[src/rtl/shape_raster_pkg.sv]
// Shared definitions for the shape rasteriser: draw-mode encodings, the default
// coordinate width and the FSM state type used by the top-level walker.
package shape_raster_pkg;

    localparam int unsigned COORD_W_DEFAULT = 8;

    localparam logic [1:0] MODE_FREE = 2'd0;
    localparam logic [1:0] MODE_RECT = 2'd1;
    localparam logic [1:0] MODE_LINE = 2'd2;

    typedef enum logic [2:0] {
        StIdle,
        StSetup,
        StLine,
        StRTop,
        StRRight,
        StRBottom,
        StRLeft
    } state_t;

endpackage

[src/rtl/shape_raster_line_stepper.sv]
// Bresenham line core. 'load' captures the endpoints and initialises the
// error term; each 'step' advances (x, y) by one Bresenham step.
// Ports:
//   clk, rst        clock and synchronous active-high reset
//   load            capture ax/ay/bx/by, current point becomes (ax, ay)
//   step            advance to the next point on the line
//   ax, ay, bx, by  line start and end
//   x, y            current point
//   last            current point equals the end point
module shape_raster_line_stepper #(
    parameter int unsigned COORD_W = 8
) (
    input  logic               clk,
    input  logic               rst,
    input  logic               load,
    input  logic               step,
    input  logic [COORD_W-1:0] ax,
    input  logic [COORD_W-1:0] ay,
    input  logic [COORD_W-1:0] bx,
    input  logic [COORD_W-1:0] by,
    output logic [COORD_W-1:0] x,
    output logic [COORD_W-1:0] y,
    output logic               last
);
    // Error term needs sign plus one bit of headroom over a coordinate span.
    localparam int unsigned EW = COORD_W + 2;
    localparam logic [COORD_W-1:0] CoordOne = COORD_W'(1);

    logic [COORD_W-1:0] x_q, y_q, ex_q, ey_q;
    logic signed [EW-1:0] dx_q, dy_q, err_q, err_nxt;
    logic sx_neg_q, sy_neg_q;
    logic [COORD_W-1:0] adx, ady;
    logic signed [EW:0] e2, dx_e, dy_e;
    logic step_x, step_y;

    always_comb begin
        adx     = (bx >= ax) ? bx - ax : ax - bx;
        ady     = (by >= ay) ? by - ay : ay - by;
        e2      = {err_q, 1'b0};
        dx_e    = {dx_q[EW-1], dx_q};
        dy_e    = {dy_q[EW-1], dy_q};
        step_x  = (e2 >= dy_e);
        step_y  = (e2 <= dx_e);
        // Both corrections use the same e2, so they may apply together.
        err_nxt = err_q;
        if (step_x) err_nxt = err_nxt + dy_q;
        if (step_y) err_nxt = err_nxt + dx_q;
    end

    always_ff @(posedge clk) begin
        if (rst) begin
            x_q      <= '0;
            y_q      <= '0;
            ex_q     <= '0;
            ey_q     <= '0;
            dx_q     <= '0;
            dy_q     <= '0;
            err_q    <= '0;
            sx_neg_q <= 1'b0;
            sy_neg_q <= 1'b0;
        end else if (load) begin
            x_q      <= ax;
            y_q      <= ay;
            ex_q     <= bx;
            ey_q     <= by;
            dx_q     <= $signed({2'b00, adx});
            dy_q     <= -$signed({2'b00, ady});
            err_q    <= $signed({2'b00, adx}) - $signed({2'b00, ady});
            sx_neg_q <= (bx < ax);
            sy_neg_q <= (by < ay);
        end else if (step) begin
            if (step_x) x_q <= sx_neg_q ? x_q - CoordOne : x_q + CoordOne;
            if (step_y) y_q <= sy_neg_q ? y_q - CoordOne : y_q + CoordOne;
            err_q <= err_nxt;
        end
    end

    assign x    = x_q;
    assign y    = y_q;
    assign last = (x_q == ex_q) && (y_q == ey_q);

endmodule

[src/rtl/shape_raster.sv]
// Shape rasteriser: on a trigger, streams the pixels of a rectangle outline
// or a Bresenham line over a valid/ready handshake.
// Ports:
//   clk, rst                    clock and synchronous active-high reset
//   shape_trigger, mode         one-cycle draw request and its mode
//   point_a_x/y, point_b_x/y    the two captured points
//   pix_valid, pix_ready        pixel handshake
//   pix_x, pix_y                pixel coordinate, held while stalled
//   busy                        shape in progress
//   done                        one-cycle pulse after the last transfer
//   dropped                     one-cycle pulse when a trigger arrives while busy
module shape_raster
    import shape_raster_pkg::*;
#(
    parameter int unsigned COORD_W = COORD_W_DEFAULT
) (
    input  logic               clk,
    input  logic               rst,
    input  logic               shape_trigger,
    input  logic [1:0]         mode,
    input  logic [COORD_W-1:0] point_a_x,
    input  logic [COORD_W-1:0] point_a_y,
    input  logic [COORD_W-1:0] point_b_x,
    input  logic [COORD_W-1:0] point_b_y,
    output logic               pix_valid,
    input  logic               pix_ready,
    output logic [COORD_W-1:0] pix_x,
    output logic [COORD_W-1:0] pix_y,
    output logic               busy,
    output logic               done,
    output logic               dropped
);
    localparam logic [COORD_W-1:0] CoordOne = COORD_W'(1);

    state_t             state_q;
    logic [1:0]         mode_q;
    logic [COORD_W-1:0] ax_q, ay_q, bx_q, by_q;
    logic [COORD_W-1:0] x0_q, x1_q, y0_q, y1_q;
    logic [COORD_W-1:0] cx_q, cy_q;
    // Set once the final pixel of the shape sits in the output register.
    logic               last_q;

    logic [COORD_W-1:0] min_x, max_x, min_y, max_y, w, h;
    logic [COORD_W-1:0] stp_x, stp_y, gen_x, gen_y;
    logic               stp_last, stp_load, stp_step;
    logic               advance, drawing, accept;

    always_comb begin
        min_x    = (ax_q < bx_q) ? ax_q : bx_q;
        max_x    = (ax_q < bx_q) ? bx_q : ax_q;
        min_y    = (ay_q < by_q) ? ay_q : by_q;
        max_y    = (ay_q < by_q) ? by_q : ay_q;
        w        = x1_q - x0_q;
        h        = y1_q - y0_q;
        // Output register can take a new pixel when empty or being consumed.
        advance  = !pix_valid || pix_ready;
        drawing  = state_q inside {StLine, StRTop, StRRight, StRBottom, StRLeft};
        accept   = shape_trigger && ((mode == MODE_RECT) || (mode == MODE_LINE));
        gen_x    = (state_q == StLine) ? stp_x : cx_q;
        gen_y    = (state_q == StLine) ? stp_y : cy_q;
        stp_load = (state_q == StSetup);
        stp_step = (state_q == StLine) && advance && !last_q && !stp_last;
    end

    assign busy = (state_q != StIdle);

    shape_raster_line_stepper #(
        .COORD_W(COORD_W)
    ) u_line_stepper (
        .clk (clk),
        .rst (rst),
        .load(stp_load),
        .step(stp_step),
        .ax  (ax_q),
        .ay  (ay_q),
        .bx  (bx_q),
        .by  (by_q),
        .x   (stp_x),
        .y   (stp_y),
        .last(stp_last)
    );

    always_ff @(posedge clk) begin
        if (rst) begin
            state_q   <= StIdle;
            mode_q    <= MODE_FREE;
            ax_q      <= '0;
            ay_q      <= '0;
            bx_q      <= '0;
            by_q      <= '0;
            x0_q      <= '0;
            x1_q      <= '0;
            y0_q      <= '0;
            y1_q      <= '0;
            cx_q      <= '0;
            cy_q      <= '0;
            last_q    <= 1'b0;
            pix_valid <= 1'b0;
            pix_x     <= '0;
            pix_y     <= '0;
            done      <= 1'b0;
            dropped   <= 1'b0;
        end else begin
            done    <= 1'b0;
            dropped <= shape_trigger && (state_q != StIdle);
            if (state_q == StIdle) begin
                if (accept) begin
                    mode_q  <= mode;
                    ax_q    <= point_a_x;
                    ay_q    <= point_a_y;
                    bx_q    <= point_b_x;
                    by_q    <= point_b_y;
                    state_q <= StSetup;
                end
            end else if (state_q == StSetup) begin
                x0_q    <= min_x;
                x1_q    <= max_x;
                y0_q    <= min_y;
                y1_q    <= max_y;
                cx_q    <= min_x;
                cy_q    <= min_y;
                last_q  <= 1'b0;
                state_q <= (mode_q == MODE_LINE) ? StLine : StRTop;
            end else if (drawing && advance) begin
                if (last_q) begin
                    // Final pixel was just accepted.
                    pix_valid <= 1'b0;
                    last_q    <= 1'b0;
                    done      <= 1'b1;
                    state_q   <= StIdle;
                end else begin
                    pix_valid <= 1'b1;
                    pix_x     <= gen_x;
                    pix_y     <= gen_y;
                    // Empty edges are skipped by jumping straight to the next
                    // edge's first pixel, so the stream never bubbles.
                    case (state_q)
                        StLine: begin
                            if (stp_last) last_q <= 1'b1;
                        end
                        StRTop: begin
                            if (cx_q != x1_q) begin
                                cx_q <= cx_q + CoordOne;
                            end else if (h != '0) begin
                                state_q <= StRRight;
                                cy_q    <= y0_q + CoordOne;
                            end else begin
                                last_q <= 1'b1;
                            end
                        end
                        StRRight: begin
                            if (cy_q != y1_q) begin
                                cy_q <= cy_q + CoordOne;
                            end else if (w != '0) begin
                                state_q <= StRBottom;
                                cx_q    <= x1_q - CoordOne;
                            end else begin
                                last_q <= 1'b1;
                            end
                        end
                        StRBottom: begin
                            if (cx_q != x0_q) begin
                                cx_q <= cx_q - CoordOne;
                            end else if (h > CoordOne) begin
                                state_q <= StRLeft;
                                cy_q    <= y1_q - CoordOne;
                            end else begin
                                last_q <= 1'b1;
                            end
                        end
                        StRLeft: begin
                            if (cy_q != y0_q + CoordOne) cy_q <= cy_q - CoordOne;
                            else                         last_q <= 1'b1;
                        end
                        default: ;
                    endcase
                end
            end
        end
    end

endmodule

[config.mk]
export PLATFORM = sky130hd
export DESIGN_NAME = shape_raster
export DESIGN_NICKNAME = d
export VERILOG_FILES = /design/src/rtl/shape_raster_pkg.sv /design/src/rtl/shape_raster_line_stepper.sv /design/src/rtl/shape_raster.sv
export SDC_FILE = /design/constraint.sdc
export NUM_CORES = 1
export LEC_CHECK = 0
export ABC_CLOCK_PERIOD_IN_PS = 4460
export CAP_MARGIN = 20
export CORE_AREA = 2 2 123 215
export DETAILED_ROUTE_END_ITERATION = 8
export DIE_AREA = 0 0 125 217
export GPL_ROUTABILITY_DRIVEN = 0
export PLACE_DENSITY = 0.63
export SLEW_MARGIN = 20
export SYNTH_ARGS = -nofsm -noshare
export SYNTH_HDL_FRONTEND = slang
export SYNTH_SLANG_ARGS = --single-unit
export TNS_END_PERCENT = 50
[constraint.sdc]
create_clock -name clk -period 4.46 [get_ports clk]
set_input_delay 0.892 -clock clk [delete_from_list [all_inputs] [get_ports clk]]
set_output_delay 0.892 -clock clk [all_outputs]
set_load 0.005 [all_outputs]
==> metrics.md <==
| Metric | Value |
|---|---|
| Status | finished clean |
| Routed vias/inst | 5.86 |
| Post-detail-place hpwl | 29.2 mm |
| Max-cap violations | 0 |
| Maximum VDD drop | 0.344 mV |
| Drt total wl | 37.9 mm |
| DRC viols | 0 |
| Ports | 58 |
| Syn_nets | 1774 |
| DR pass1 iterations | 7 |
| Type of the tightest min-delay check | flip-flop to flip-flop |
| WHS Endpoint | mode_q[0] |
| DR WL/cell | 19.2 µm |
| Layout cell share with drive strength beyond 1 | 7.27% |
| Startpoint Class | flip-flop |
| Initial antenna violation count | 0 |
| Async S/R FF share, synth | 0% |
| WHS Path Cells | 2 |
| Yosys top cell by area | dfxtp_1 |
| GRT overflow | 0 |
| Worst EP arrival | 4490 ps |
| Setup CP Type | flip-flop to flip-flop |
| Row Count | 78 |
| Finished Core Util | 55.1% |
| Tot GR Track Use | 27.8% |
| Number of synthesized register bits | 167 |
| Reg2reg path depth | 18 |
| CP bufs+invs | 2 |
| CP max stage delay | 380 ps |
| CP endpoint kind | flip-flop |
| Via count | 11538 |
| P_int | 0.00539 W |
| Initial Util | 49.0% |
| Die Y | 217 µm |
| H-tree Lvls | 4 |
| Final setup fails | 0 |
| Delay-heaviest family, CP | compound AO/OA/AOI/OAI gates |
| Crit share post-route | 92.3% |
| Die ar. | 0.0271 mm² |
| RR Startpoint | bx_q[0] |
| R2r setup slk | 350 ps |
| Fin. max-slew vios | 0 |
| ANT cells | 0 |
| Worst skew pair latency | 450 ps |
| P_sw | 0.00497 W |
| Syn avg cell area | 7.80 µm² |
| Sequential area share after synthesis | 26.7% |
| Synth area leaders | dfxtp_1 27%, ha_1 12%, a21oi_1 6.8% |
| Synth unique cells | 84 |
| Area delta synth->final | 12.5% |
| Setup TNS | 0 ps |
| PD cells | 735 mW/mm² |
| Fillers | 2491 |
| Hold_buf cts | 0 |
| Biggest regs | u_line_stepper.dy_q x10, u_line_stepper.err_q x10 |
| Setup Skew | 6.53 ps |
| Final Hold Vio Count | 0 |
| CORE AREA | 0.0256 mm² |
| First-pass GRT wire length | 59.9 mm |
| Crit path from | bx_q[0] |
| Sw Ratio | 48.0% |
| Area share of the largest cell type after synthesis | 26.7% |
| CTS tree | built |
| Post-synth EDFFs | 0 |
| Tmin final | 4110 ps |
| Worst-path cell chain | inv_1, ha_1, inv_1, fa_1, a21o_1, a211oi_2, o221ai_4, mux2_4, a211oi_2, o21ai_0, xnor2_1, ha_1, a21oi_1, nor2b_1, o21a_1, o31ai_1, a21oi_1, nor3_1 |
| Commonest cells post-synth | 219 x nand2_1, 169 x a21oi_1, 167 x dfxtp_1, 156 x nor2_1, 118 x ha_1 |
| Crit Path Max Fanout | 9 |
| Relative slew slack | 34.1% |
| CTS Buffer Depth | 2 |
| Clock root cell | clkbuf_16 |
| Hold path start | mode_q[0] |
| FMAX | 243 MHz |
| Post-route ant nets | 0 |
| Largest net degree at the start of global routing | 68 |
| Register share of total power | 22.2% |
| Vias in the first global route | 11203 |
| Synth warn | 0 |
| Worst path required time | 4840 ps |
| Leakage | 5.44 nW |
| RSZ-0062 raised after global routing | no |
| Sink Count | 167 |
| Slowest CP cell | fa_1 |
| Total CTS buffers | 17 |
| Port bufs | 57 |
| Clock transition at the registers of the reported paths | 70 ps |
| Die Width | 125 µm |
| Comb pwr share | 62.7% |
| Most common cell in the netlist | nand2_1 |
| Syn Inst Count | 1606 |
| 1st-iter DRT viols | 651 |
| Reg2reg end | u_line_stepper.err_q[8] |
| Nets | 1805 |
| Clock power frac | 15.1% |
| Pin slew with the least headroom to its limit | 988 ps |
| Post-synth top flop | dfxtp_1 |
| Mapped cell area | 0.0125 mm² |
==> metrics by stage <==
stage | instances | hold WS (ps) | cell area, µm² | power [W] | setup slack [ps]
3_5_place_dp | 1937 | 452 | 13500 | 0.00873 | 302
6_report | 1970 | 463 | 14100 | 0.0104 | 345
4_1_cts | 1969 | 461 | 14100 | 0.0103 | 272
2_1_floorplan | 1606 | 431 | 12500 | 0.00703 | 636
5_1_grt | 1970 | 476 | 14100 | 0.0112 | 7.05
3_3_place_gp | 1937 | 438 | 13500 | 0.00862 | 419
==> how the worst max path moves through the flow <==
stage / to / cells after the start
final: u_line_stepper.err_q[8] / 18
after floorplan: u_line_stepper.err_q[6] / 20
after detailed placement: u_line_stepper.err_q[8] / 18
after CTS: u_line_stepper.err_q[8] / 18
after global placement: u_line_stepper.err_q[8] / 18
after global routing: u_line_stepper.err_q[8] / 19
==> cell type report <==
cell class | count | area (µm²) | share of cell area, %
Clock buffer | 19 | 443 | 3.14
Timing Repair Buffer | 89 | 808 | 5.74
Multi-Input combinational cell | 1253 | 8510 | 60.4
Sequential cell | 167 | 3340 | 23.7
Inverter | 109 | 409 | 2.90
Tap cell | 320 | 400 | 2.84
Clock inverter | 13 | 170 | 1.21
==> cells in the final DEF, fill, tap and decap left out, drive strengths merged, types with 7 or more instances in the layout <==
cell           synthesis  routed
nand2                219     219
a21oi                171     171
dfxtp                167     167
nor2                 159     159
ha                   118     118
inv                  109     112
xnor2                 95      95
a211oi                64      64
o21ai                 62      62
clkdlybuf4s50          0      56
buf                   17      33
xor2                  31      31
a21o                  23      23
nand3                 23      23
mux2i                 22      22
nor2b                 21      21
nor3                  19      19
clkbuf                60      19
a311oi                16      16
a221oi                15      15
nand4                 14      14
mux2                  13      13
fa                    12      12
o21a                  11      11
nand2b                11      11
nor4                   9       9
a31oi                  8       8
o21bai                 8       8
o22ai                  7       7
a22oi                  7       7
a211o                  7       7
o221ai                 7       7
==> what timing repair did <==
item	CTS	global route
resized for setup	0	5
endpoints found under the setup margin	0	3
setup buffers	0	1
==> power groups by stage <==
stage / Sequential (W) / Clock [W] / Combinational, W
2_1_floorplan: 0.00213 / 0 / 0.00490
3_3_place_gp: 0.00231 / 0 / 0.00631
3_5_place_dp: 0.00233 / 0 / 0.00640
4_1_cts: 0.00229 / 0.00159 / 0.00644
5_1_grt: 0.00235 / 0.00164 / 0.00717
6_report: 0.00230 / 0.00157 / 0.00650
==> logic make-up after synthesis <==
logic type                 Yosys count  share of synthesized area, %
muxes                               35                          3.02
xor gates and xnor gates           126                          9.11
DFF                                167                          26.7
AOI/OAI and AO/OA                  450                          23.7
adders and majority gates          130                          13.7
and+or+nand+nor                    512                          18.1
buffers and inverters              186                          5.72
==> worst reg2reg max path, stage by stage (launching register included) <==
cell,delay [ps]
dfxtp_1,350
inv_1,90
ha_1,140
inv_1,50
fa_1,380
a21o_1,210
a211oi_2,280
o221ai_4,240
mux2_4,360
a211oi_2,260
o21ai_0,160
xnor2_1,260
ha_1,310
a21oi_1,210
nor2b_1,70
o21a_1,170
o31ai_1,260
a21oi_1,80
nor3_1,170
==> per-layer routing <==
metal | share of wire (%) | vias to the layer above | global-route usage [%]
li1 | - | 5695 | -
met3 | 3.1 | 90 | 3.27
met2 | 51 | 268 | 49.8
met1 | 41 | 5485 | 32.2
met5 | 0 | - | 0
met4 | 5.1 | 0 | 14.6
Power figures use the tool's default switching activity.
